===== src/rtl/serial_alu_unit_pkg.sv =====
// Shared constants for the bit-serial ALU: opcode width, opcode encodings,
// the highest legal opcode and a legality helper.
package serial_alu_unit_pkg;

    localparam int MUX_WIDTH = 3;

    typedef logic [MUX_WIDTH-1:0] op_t;

    localparam op_t OP_AND       = 3'b000;
    localparam op_t OP_OR        = 3'b001;
    localparam op_t OP_XOR       = 3'b010;
    localparam op_t OP_ADD       = 3'b011;
    localparam op_t OP_SUB       = 3'b100;
    localparam op_t OP_LEGAL_MAX = 3'b100;

    function automatic logic is_legal(input op_t f);
        return f <= OP_LEGAL_MAX;
    endfunction

endpackage


===== src/rtl/serial_alu_unit_if.sv =====
// Request/result bundle of the bit-serial ALU.
//  master: drives start_i, f_i, a_i, b_i; observes busy/done/result/flags
//  slave : the ALU itself
interface serial_alu_unit_if #(parameter int WIDTH = 8);
    import serial_alu_unit_pkg::*;

    logic             start_i;
    op_t              f_i;
    logic [WIDTH-1:0] a_i;
    logic [WIDTH-1:0] b_i;
    logic             busy_o;
    logic             done_o;
    logic [WIDTH-1:0] result_o;
    logic             carry_o;
    logic             zero_o;
    logic             illegal_o;

    modport master (
        output start_i, f_i, a_i, b_i,
        input  busy_o, done_o, result_o, carry_o, zero_o, illegal_o
    );

    modport slave (
        input  start_i, f_i, a_i, b_i,
        output busy_o, done_o, result_o, carry_o, zero_o, illegal_o
    );

endinterface


===== src/rtl/serial_alu_unit_mux.sv =====
// 1-bit result selector: picks one of the five per-bit slices by opcode.
//  and_r_i..subtractor_r_i : candidate result bits
//  f_i                     : opcode
//  result_o                : selected bit (0 for illegal opcodes)
module serial_alu_unit_mux
    import serial_alu_unit_pkg::*;
(
    input  logic and_r_i,
    input  logic or_r_i,
    input  logic xor_r_i,
    input  logic adder_r_i,
    input  logic subtractor_r_i,
    input  op_t  f_i,
    output logic result_o
);

    always_comb begin
        result_o = 1'b0;
        case (f_i)
            OP_AND:  result_o = and_r_i;
            OP_OR:   result_o = or_r_i;
            OP_XOR:  result_o = xor_r_i;
            OP_ADD:  result_o = adder_r_i;
            OP_SUB:  result_o = subtractor_r_i;
            default: result_o = 1'b0;
        endcase
    end

endmodule


===== src/rtl/serial_alu_unit.sv =====
// Bit-serial ALU: latches A, B and opcode on start, processes one bit per
// clock LSB first, then publishes result, carry and zero with a done pulse.
//  clk_i, rst_ni : clock (rising edge), async active-low reset
//  bus (slave)   : start/f/a/b request, busy/done/result/carry/zero/illegal
module serial_alu_unit
    import serial_alu_unit_pkg::*;
#(
    parameter int WIDTH = 8
) (
    input  logic              clk_i,
    input  logic              rst_ni,
    serial_alu_unit_if.slave  bus
);

    localparam int CW = (WIDTH > 1) ? $clog2(WIDTH) : 1;
    localparam logic [CW-1:0] LAST = CW'(WIDTH - 1);

    localparam logic [1:0] S_IDLE = 2'd0;
    localparam logic [1:0] S_RUN  = 2'd1;
    localparam logic [1:0] S_DONE = 2'd2;

    logic [1:0]       state_q, state_d;
    logic [CW-1:0]    cnt_q, cnt_d;
    logic [WIDTH-1:0] a_q, a_d, b_q, b_d;
    op_t              f_q, f_d;
    // Only the upper WIDTH-1 shift positions are stored: the bit produced on
    // the last step goes straight into the result via shift_full.
    logic [WIDTH-2:0] sh_q, sh_d;
    logic             c_q, c_d;
    logic [WIDTH-1:0] res_q, res_d;
    logic             carry_q, carry_d;
    logic             zero_q, zero_d;
    logic             done_q, done_d;
    logic             ill_q, ill_d;

    logic             is_sub, is_arith;
    logic             a_bit, b_bit, b_eff, sum_bit, cout_bit, sel_bit;
    logic [WIDTH-1:0] shift_full;

    assign is_sub   = (f_q == OP_SUB);
    assign is_arith = (f_q == OP_ADD) || is_sub;
    assign a_bit    = a_q[cnt_q];
    assign b_bit    = b_q[cnt_q];
    // SUB is A + ~B + 1: invert B here, the +1 is the preset carry.
    assign b_eff    = b_bit ^ is_sub;
    assign sum_bit  = a_bit ^ b_eff ^ c_q;
    assign cout_bit = (a_bit & b_eff) | (a_bit & c_q) | (b_eff & c_q);

    serial_alu_unit_mux u_mux (
        .and_r_i        (a_bit & b_bit),
        .or_r_i         (a_bit | b_bit),
        .xor_r_i        (a_bit ^ b_bit),
        .adder_r_i      (sum_bit),
        .subtractor_r_i (sum_bit),
        .f_i            (f_q),
        .result_o       (sel_bit)
    );

    assign shift_full = {sel_bit, sh_q};

    always_comb begin
        state_d = state_q;
        cnt_d   = cnt_q;
        a_d     = a_q;
        b_d     = b_q;
        f_d     = f_q;
        sh_d    = sh_q;
        c_d     = c_q;
        res_d   = res_q;
        carry_d = carry_q;
        zero_d  = zero_q;
        done_d  = 1'b0;
        ill_d   = 1'b0;
        case (state_q)
            S_IDLE: begin
                if (bus.start_i) begin
                    if (is_legal(bus.f_i)) begin
                        a_d     = bus.a_i;
                        b_d     = bus.b_i;
                        f_d     = bus.f_i;
                        cnt_d   = '0;
                        c_d     = (bus.f_i == OP_SUB);
                        state_d = S_RUN;
                    end else begin
                        ill_d = 1'b1;
                    end
                end
            end
            S_RUN: begin
                sh_d  = shift_full[WIDTH-1:1];
                cnt_d = cnt_q + CW'(1);
                if (is_arith) c_d = cout_bit;
                if (cnt_q == LAST) begin
                    res_d   = shift_full;
                    carry_d = is_arith & cout_bit;
                    zero_d  = (shift_full == '0);
                    done_d  = 1'b1;
                    cnt_d   = '0;
                    state_d = S_DONE;
                end
            end
            S_DONE:  state_d = S_IDLE;
            default: state_d = S_IDLE;
        endcase
    end

    always_ff @(posedge clk_i or negedge rst_ni) begin
        if (!rst_ni) begin
            state_q <= S_IDLE;
            cnt_q   <= '0;
            a_q     <= '0;
            b_q     <= '0;
            f_q     <= '0;
            sh_q    <= '0;
            c_q     <= 1'b0;
            res_q   <= '0;
            carry_q <= 1'b0;
            zero_q  <= 1'b0;
            done_q  <= 1'b0;
            ill_q   <= 1'b0;
        end else begin
            state_q <= state_d;
            cnt_q   <= cnt_d;
            a_q     <= a_d;
            b_q     <= b_d;
            f_q     <= f_d;
            sh_q    <= sh_d;
            c_q     <= c_d;
            res_q   <= res_d;
            carry_q <= carry_d;
            zero_q  <= zero_d;
            done_q  <= done_d;
            ill_q   <= ill_d;
        end
    end

    assign bus.busy_o    = (state_q != S_IDLE);
    assign bus.done_o    = done_q;
    assign bus.result_o  = res_q;
    assign bus.carry_o   = carry_q;
    assign bus.zero_o    = zero_q;
    assign bus.illegal_o = ill_q;

endmodule


===== src/flat_wrapper.sv =====
// flat-port wrapper written by rule: the top's interface ports become plain ports
module serial_alu_unit_flat import serial_alu_unit_pkg::*;
#(
    parameter int WIDTH = 8
)
  (clk_i, rst_ni, bus_start_i, bus_f_i, bus_a_i, bus_b_i, bus_busy_o, bus_done_o, bus_result_o, bus_carry_o, bus_zero_o, bus_illegal_o);
  serial_alu_unit_if #(.WIDTH(WIDTH)) bus_i ();
  input  logic clk_i;
  input  logic rst_ni;
  input wire logic [$bits(bus_i.start_i)-1:0] bus_start_i;
  input wire logic [$bits(bus_i.f_i)-1:0] bus_f_i;
  input wire logic [$bits(bus_i.a_i)-1:0] bus_a_i;
  input wire logic [$bits(bus_i.b_i)-1:0] bus_b_i;
  output wire logic [$bits(bus_i.busy_o)-1:0] bus_busy_o;
  output wire logic [$bits(bus_i.done_o)-1:0] bus_done_o;
  output wire logic [$bits(bus_i.result_o)-1:0] bus_result_o;
  output wire logic [$bits(bus_i.carry_o)-1:0] bus_carry_o;
  output wire logic [$bits(bus_i.zero_o)-1:0] bus_zero_o;
  output wire logic [$bits(bus_i.illegal_o)-1:0] bus_illegal_o;
  assign bus_i.start_i = bus_start_i;
  assign bus_i.f_i = bus_f_i;
  assign bus_i.a_i = bus_a_i;
  assign bus_i.b_i = bus_b_i;
  assign bus_busy_o = bus_i.busy_o;
  assign bus_done_o = bus_i.done_o;
  assign bus_result_o = bus_i.result_o;
  assign bus_carry_o = bus_i.carry_o;
  assign bus_zero_o = bus_i.zero_o;
  assign bus_illegal_o = bus_i.illegal_o;
  serial_alu_unit #(.WIDTH(WIDTH)) u_core (.clk_i(clk_i), .rst_ni(rst_ni), .bus(bus_i));
endmodule

===== config.mk =====
export PLATFORM = sky130hd
export DESIGN_NAME = serial_alu_unit_flat
export DESIGN_NICKNAME = d
export VERILOG_FILES = /design/src/rtl/serial_alu_unit_pkg.sv /design/src/rtl/serial_alu_unit_if.sv /design/src/rtl/serial_alu_unit_mux.sv /design/src/rtl/serial_alu_unit.sv /design/src/flat_wrapper.sv
export SDC_FILE = /design/constraint.sdc
export NUM_CORES = 1
export LEC_CHECK = 0
export CAP_MARGIN = 0
export CORE_ASPECT_RATIO = 1.4
export CORE_MARGIN = 2
export CORE_UTILIZATION = 45
export DETAILED_ROUTE_END_ITERATION = 12
export PLACE_DENSITY = 0.7
export SLEW_MARGIN = 20
export SYNTH_ARGS = -nofsm -noshare
export SYNTH_HDL_FRONTEND = slang
export SYNTH_SLANG_ARGS = --single-unit

===== constraint.sdc =====
create_clock -name clk_i -period 3 [get_ports clk_i]
set_clock_uncertainty 0.05 [all_clocks]
set_input_delay 0.6 -clock clk_i [delete_from_list [all_inputs] [get_ports clk_i]]
set_output_delay 0.6 -clock clk_i [all_outputs]
set_load 0.01 [all_outputs]

==> run summary <==
Status -> finished, final reports clean
Slew HR -> 0.371
Final min period -> 2810 ps
CTS Root Cell -> clkbuf_8
Worst EP arrival -> 2910 ps
I/O pin count -> 35
Leakage -> 1.12 nW
Crit-path slowest cell -> mux4_1
Post-DRT Antenna Nets -> 0
Crit path kind -> reg -> reg
Largest net degree at the start of global routing -> 45
Share of cells above drive strength 1 -> 0.0942
Yosys top cell area share -> 0.558
Grt met2 use -> 0.286
Critical Path Source Type -> register
Final WL -> 3.53 mm
Row cnt -> 28
Final HPWL DP -> 2.63 mm
Count of cell types in the netlist -> 34
Warnings from Yosys -> 0
Final setup TNS -> 0 ps
Met1 GRT Util -> 0.195
Syn Inst Count -> 154
Area Overhead vs Synth -> 23.7%
Buffers and inverters on the worst path -> 0
Register area -> 1100 um^2
# diodes -> 0
FF+latch count, synth -> 44
DRT Pass-1 Iters -> 4
Worst skew pair latency -> 290 ps
Worst Tran Pin Value -> 943 ps
Post-cts sizing count -> 0
GP Congestion -> 0.742
Initial cell density of the core -> 0.465
Die Span Y -> 82.4 um
EDFF count, synth -> 0
Largest delay share family, worst path -> multiplexers
CTS tree -> yes
Core region area -> 4240 um^2
Clk sink count -> 44
Wirelength per Cell -> 14.1 um
HP Class -> in -> async
Most frequent cells in the layout -> dfrtp_1 (44), clkdlybuf4s50_1 (33), nand2_1 (26), mux2_1 (18), mux2_2 (7)
First-pass GRT wire length -> 6.06 mm
Placed Instances -> 244
Drt drc -> 0
GRT overflow -> 0
Cell Pwr Density -> 1010 nW/um^2
Nature of the critical path endpoint -> register
Final setup fails -> 0
Seq/Total Area, Yosys -> 0.558
Fin. max-slew vios -> 0
Final Hold Violating Endpoints -> 0
Worst-path clk slew -> 80 ps
TritonCTS Buffers -> 5
CTS Buffer Depth -> 2
Fmax -> 0.356 GHz
Initial antenna violation count -> 0
Busiest grt layer -> met2
Ys async rst share -> 1.00
Max Cap Viol -> 0
Area of the multi-input gates -> 815 um^2
Die area -> 4940 um^2
Critical path cell sequence -> mux4_1 -> mux2i_4 -> xnor2_1 -> fa_1 -> nand3b_1 -> a21oi_1 -> a311oi_1 -> o21ai_0
Post-Layout Cell Count -> 251
Worst Path Required -> 3100 ps
Via density -> 5.26
GRT Overall Usage -> 0.163
RSZ-0062 raised after global routing -> no
Dominant cells by area after synthesis -> dfrtp_1 (56%), mux2_1 (10%), mux4_1 (5.3%)
Post-Syn Area per Cell -> 12.8 um^2
DR vias -> 1321
FILL cells -> 363
CTS Hold Bufs -> 0
Max FO, Critical Path -> 7
Met3 usage -> 0.0389
Vias in the first global route -> 1365
# Post-CTS Setup Buffers -> 0
Top_reg_cell synth -> dfrtp_1
Nets -> 218
H-tree Lvls -> 2
Syn nets -> 181
CP max stage delay -> 640 ps
Hold Slack -> 408 ps
Fin crit share -> 0.935
DR iter-0 viols -> 24
I/O Buffers -> 34
Synthesized area -> 1970 um^2
Peak supply drop -> 0.539 mV
Commonest non-fill, non-tap cell in the layout -> dfrtp_1
Yosys top cell by area -> dfrtp_1
Die width -> 60.0 um
## final timing paths
kind	startpoint	end	slack, ps	cells after the start
max in group asynchronous	rst_ni	u_core.bus.result_o[5]	1910	1
hold / removal	rst_ni	u_core.a_q[1]	410	1
hold reg to reg	u_core.b_q[1]	u_core.b_q[1]	430	1
setup / recovery	u_core.cnt_q[0]	u_core.bus.result_o[7]	190	8
min in group clk_i	u_core.b_q[1]	u_core.b_q[1]	430	1
setup reg to reg	u_core.cnt_q[0]	u_core.bus.result_o[7]	190	8
## registers in the layout (all words and copies together), names as in the netlist
signal                cells
u_core.b_q                8
u_core.bus.done_o         1
u_core.f_q                3
u_core.c_q                1
u_core.bus.zero_o         1
u_core.state_q            2
u_core.sh_q               7
u_core.bus.illegal_o      1
u_core.cnt_q              3
u_core.bus.carry_o        1
u_core.a_q                8
u_core.bus.result_o       8
## per-layer routing
layer	share of wire	routed length (um)
met2	0.54	1910
met5	0	0
met3	0.039	137
met4	0.013	45
met1	0.41	1440
## synthesized netlist by cell type, types with 2 or more instances
library cell / n
nor2b_1: 2
buf_2: 4
dfrtp_1: 44
nand2b_1: 3
mux2_1: 18
a22o_1: 3
mux2_2: 7
o21ai_1: 2
a21oi_1: 3
nor3_1: 2
inv_1: 6
mux4_1: 4
nand2_1: 26
nand3b_1: 2
o21ai_0: 4
nor2_1: 3
ha_1: 4
## through the flow
step	power (mW)	cell area [um^2]	util	setup slack, ps
finish	2.47	2440	0.576	194
global route	2.68	2440	0.576	43.6
CTS	2.50	2440	0.576	198
detailed placement	2.15	2360	0.558	211
global placement	2.08	2360	0.558	309
floorplan	1.78	1970	-	458
## cells by family (layout without fill, tap and decap cells)
| logic type | count (synthesis) | after routing | share of synthesized area |
|---|---|---|---|
| buffers and inverters | 12 | 49 | 0.0292 |
| XOR/XNOR | 1 | 1 | 0.00444 |
| flip-flops | 44 | 44 | 0.558 |
| adder cells (fa/ha/maj) | 5 | 5 | 0.0355 |
| AND/OR/NAND/NOR | 44 | 44 | 0.103 |
| AO/OA/AOI/OAI | 17 | 17 | 0.0577 |
| multiplexers | 31 | 31 | 0.212 |
## worst reg2reg max path, stage by stage (launching register included)
cell	delay, ps
dfrtp_1	510
mux4_1	640
mux2i_4	200
xnor2_1	160
fa_1	460
nand3b_1	100
a21oi_1	80
a311oi_1	340
o21ai_0	130
## final cells by class
class / count / area share
tap: 60 / 0.0308
clock inverter: 1 / 0.00205
multi-input combinational: 98 / 0.334
inverter: 6 / 0.00923
clock buffer: 6 / 0.0297
sequential: 44 / 0.451
timing repair buffer: 36 / 0.144
## power breakdown
group | switching [mW] | leakage, nW | internal (mW)
clock network | 0.183 | 0.0410 | 0.158
logic | 0.472 | 0.525 | 0.596
registers | 0.207 | 0.551 | 0.854
Note: power is estimated with default switching activity, not from simulation.
